### config.mk
export PLATFORM = sky130hd
export DESIGN_NAME = ws_array_ctrl
export DESIGN_NICKNAME = d
export VERILOG_FILES = /design/src/rtl/ws_array_ctrl.sv
export SDC_FILE = /design/constraint.sdc
export NUM_CORES = 1
export LEC_CHECK = 0
export CAP_MARGIN = 20
export CORE_UTILIZATION = 40
export DETAILED_ROUTE_END_ITERATION = 8
export SETUP_SLACK_MARGIN = 0.3
export SYNTH_ARGS = -nofsm -noshare
export SYNTH_HDL_FRONTEND = slang
export SYNTH_SLANG_ARGS = --single-unit
### constraint.sdc
create_clock -name clk -period 5.1 [get_ports clk]
set_input_delay 1.02 -clock clk [delete_from_list [all_inputs] [get_ports clk]]
set_output_delay 1.02 -clock clk [all_outputs]
set_load 0.05 [all_outputs]
### src/rtl/ws_array_ctrl.sv
// ws_array_ctrl: job sequencer for a ROWS x COLS weight-stationary PE array.
// Walks IDLE -> LOAD_F -> STREAM -> DRAIN -> DONE, generating the filter row
// latch enables, the row-skewed ifmap window and the per-column psum tags.
module ws_array_ctrl #(
    parameter int ROWS  = 4,
    parameter int COLS  = 4,
    parameter int CNT_W = 8
) (
    input  logic             clk,
    input  logic             rst,
    input  logic             cfg_valid,
    output logic             cfg_ready,
    input  logic [CNT_W-1:0] cfg_num_vec,
    input  logic             abort,
    input  logic             filt_valid,
    output logic             filt_ready,
    output logic [ROWS-1:0]  load_f,
    input  logic             ifmap_valid,
    output logic             ifmap_ready,
    output logic [ROWS-1:0]  load_i,
    output logic             start,
    output logic [COLS-1:0]  psum_valid,
    output logic             busy,
    output logic             done
);

    // Tag k cycles old sits in tag_sr[k-1]; column c reads the tag that is
    // ROWS+c cycles old, so the oldest column needs ROWS+COLS-1 stages.
    localparam int SRW = ROWS + COLS - 1;

    typedef enum logic [2:0] {IDLE, LOAD_F, STREAM, DRAIN, DONE} state_t;

    state_t           state;
    logic [CNT_W-1:0] num_vec;
    logic [CNT_W-1:0] row_cnt;
    logic [CNT_W-1:0] acc_cnt;
    logic [CNT_W-1:0] s_cnt;
    logic [SRW-1:0]   tag_sr;
    logic             filt_beat;
    logic             accept;
    logic             in_window;

    // An abort in the same cycle wins over any handshake.
    assign filt_beat   = (state == LOAD_F) && filt_valid && !abort;
    assign accept      = ifmap_valid && ifmap_ready && !abort;
    assign in_window   = (state == STREAM) || (state == DRAIN);

    assign cfg_ready   = (state == IDLE);
    assign filt_ready  = (state == LOAD_F);
    assign ifmap_ready = (state == STREAM) && (acc_cnt < num_vec);
    assign start       = in_window;
    assign busy        = (state != IDLE);
    assign done        = (state == DONE);
    assign psum_valid  = tag_sr[ROWS-1 +: COLS];

    // Per-row enables: filter latch is one-hot on the current row, ifmap
    // window opens one row per cycle after STREAM entry and stays open.
    for (genvar r = 0; r < ROWS; r++) begin : g_row
        assign load_f[r] = filt_beat && (row_cnt == CNT_W'(r));
        assign load_i[r] = in_window && (s_cnt >= CNT_W'(r));
    end

    // Sequencer state, counters and the psum tag shift register.
    always_ff @(posedge clk or posedge rst) begin
        if (rst) begin
            state   <= IDLE;
            num_vec <= '0;
            row_cnt <= '0;
            acc_cnt <= '0;
            s_cnt   <= '0;
            tag_sr  <= '0;
        end else if (abort && state != IDLE) begin
            state   <= IDLE;
            row_cnt <= '0;
            acc_cnt <= '0;
            s_cnt   <= '0;
            tag_sr  <= '0;
        end else begin
            tag_sr <= {tag_sr[SRW-2:0], accept};
            case (state)
                IDLE: begin
                    if (cfg_valid) begin
                        num_vec <= cfg_num_vec;
                        row_cnt <= '0;
                        acc_cnt <= '0;
                        s_cnt   <= '0;
                        state   <= LOAD_F;
                    end
                end
                LOAD_F: begin
                    if (filt_beat) begin
                        if (row_cnt == CNT_W'(ROWS - 1)) begin
                            s_cnt <= '0;
                            state <= (num_vec == '0) ? DONE : STREAM;
                        end else begin
                            row_cnt <= row_cnt + 1'b1;
                        end
                    end
                end
                STREAM: begin
                    if (s_cnt != CNT_W'(ROWS)) s_cnt <= s_cnt + 1'b1;
                    if (accept) begin
                        acc_cnt <= acc_cnt + 1'b1;
                        if (acc_cnt + 1'b1 == num_vec) state <= DRAIN;
                    end
                end
                DRAIN: begin
                    if (s_cnt != CNT_W'(ROWS)) s_cnt <= s_cnt + 1'b1;
                    // Only the tag being emitted on the last column remains.
                    if (tag_sr[SRW-2:0] == '0) state <= DONE;
                end
                DONE:    state <= IDLE;
                default: state <= IDLE;
            endcase
        end
    end

endmodule

==> metrics <==
Post-CTS Resized 0; Die Y 85.1 um; hold_sp row_cnt[7]; Post-Syn Nets 349; Synth Instances 317; Slew @ Worst Pin 0.793 ns; Yosys reg bits 42; P_leak 1.39 nW; cts bufs inserted 5; RSZ-0062 raised after global routing false; r2r setup slk 2.78 ns; drt total wl 5980 um; Antenna diodes 0; postcts setup bufs 0; register clock-pin slew on the reported worst setup and hold paths 0.08 ns; initial antenna violation count 0; crit start category input pin; GR Util met2 29.8%; main flop type after synthesis dfrtp_1; synthesized cell area 2760 sq um; post-DP HPWL 4320 um; GRT Resource Usage Total 18.2%; synth cell count leaders 42 x dfrtp_1, 34 x o21ai_0, 26 x inv_1, 26 x nor2_1, 21 x nand2_1; Pwr Density 428 nW/um^2; CTS root buf clkbuf_8; Final Cell Area 3170 sq um; Die Area 7240 sq um; total of max-cap violations 0; FILL cells 609; Final Setup Violations 0; routed vias/inst 5.39; CP endpoint kind primary output; gr busiest metal met2; Final Hold Viols 0; Reg2Reg Launch Point num_vec[6]; status finished, final reports clean; cts hold-fix bufs 0; Tot Pwr 1.35 mW; Site Rows 29; Area Overhead vs Synth 14.6%; vias in the first global route 2210; crit path max fanout 10; cells on worst reg2reg path 8; fin nets 372; number of I/O pins 32; final core utilization 48.8%; Synth area leader dfrtp_1; WL/cell 14.3 um; cells along the critical path clkdlybuf4s50_1 > buf_4 > nor3_1 > nand4_1 > nor2_1 > clkdlybuf4s50_1; slowest cell on the critical path clkdlybuf4s50_1; drt pass-1 iters 4; max incr delay on CP 0.82 ns; setup_tns 0 ns; peak supply drop 159 uV; share of synthesized registers carrying an async set or reset 100%; pin count of the biggest net entering global routing 43; Min-Delay Path Depth 1; area post-placement 3080 sq um; max-slew violations 0; Vias 2253; r2r endpoint state[0]; CTS tree yes; first-pass GRT wire length 10400 um; Fmax 236 MHz; H-tree levels 2; Initial Util 42.5%; GPL Wtd Cong 0.792; class of the worst hold path reg -> reg; min Tclk post-route 4.24 ns; met1 Use GR 24.4%; synthesized area per cell 8.71 sq um; Hold Path Sink row_cnt[7]; Seq/Total Area, Yosys 38.0%; Worst Skew 0.00928 ns; most used cell, CP clkdlybuf4s50_1; count leader, synth dfrtp_1; GRT Residual Overflow 0; drc violations 0; die width 85.1 um; core footprint 6490 sq um; DR iter-0 viols 66; Critical Path RT 4.08 ns; critical path class in -> out; fraction of layout cells with a size suffix above 1 8.50%; Critical Path AT 3.22 ns; worst-skew pair later-pin latency 0.30 ns; number of synthesized flops with an enable pin 0; Buffers on Ports 31; distinct cell type count after synthesis 56; CTS sink cnt 42; Area contributors post-synth dfrtp_1 38%, ha_1 8.2%, o21ai_0 6.2%, inv_1 3.5%, nor2_1 3.5%; Final Cycle Share 83.2%; Synthesis Warnings 0; met3 usage in global routing 3.21%; share of the synthesized area in the top cell type 38.0%; slew margin rel. 47.1%; clock tree buffer depth 2; Antenna Nets Post-Route 0
## worst max-delay path, delay by kind of cell
kind                   cells  cell delay (ns)
AND/OR/NAND/NOR            3             0.80
buffers and inverters      3             1.41
## report_power, final
group	switching, mW	internal, mW	total, mW	leakage [nW]
Sequential	0.0888	0.386	0.475	0.569
Combinational	0.412	0.241	0.653	0.768
Clock	0.117	0.109	0.226	0.0482
## how the worst max path moves through the flow
stage	startpoint	to	slack (ns)	cells after the start
2_1_floorplan	abort	load_f[0]	1.72	4
3_3_place_gp	abort	load_f[3]	0.91	6
3_5_place_dp	abort	load_f[3]	0.85	6
4_1_cts	abort	load_f[3]	0.84	6
5_1_grt	abort	load_f[2]	0.69	6
6_report	abort	load_f[3]	0.86	6
## through the flow
step / hold WS [ns] / std cells / setup slack, ns
finish: 0.482 / 418 / 0.857
global route: 0.513 / 418 / 0.694
CTS: 0.477 / 418 / 0.840
detailed placement: 0.461 / 410 / 0.849
global placement: 0.457 / 410 / 0.911
floorplan: 0.436 / 317 / 1.72
## logic make-up after synthesis
group	share of synthesized area (%)
muxes	0.815
xor gates and xnor gates	2.85
DFF	38.0
AOI/OAI and AO/OA	20.0
adders and majority gates	8.15
and+or+nand+nor	22.6
buffers and inverters	7.47
## registers in the layout, indices dropped and copies added (netlist names)
register and cells:
tag_sr 7, s_cnt 8, num_vec 8, acc_cnt 8, row_cnt 8, state 3
## cell usage in the layout (no fill, tap or decap), types with 10 or more instances in the layout
cell type / count
dfrtp_1: 42
ha_1: 18
nand2_1: 21
nand3_1: 10
a31oi_1: 10
nor2_1: 26
clkdlybuf4s50_1: 31
inv_1: 26
o21ai_0: 34
## routing by layer
metal  up-vias  routed length [um]
met4         0                  81
met1      1062                2880
met3         9                 177
met2        33                2840
li1       1149                   -
met5         -                   0
## final cells by class
| class | count | area [sq um] | share of cell area, % |
|---|---|---|---|
| Multi-Input combinational cell | 232 | 1510 | 47.5 |
| Clock inverter | 1 | 5.00 | 0.158 |
| Sequential cell | 42 | 1050 | 33.2 |
| Tap cell | 77 | 96.3 | 3.04 |
| Inverter | 26 | 97.6 | 3.08 |
| Clock buffer | 7 | 86.3 | 2.73 |
| Timing Repair Buffer | 33 | 325 | 10.3 |
(Power assumes the default switching activity.)
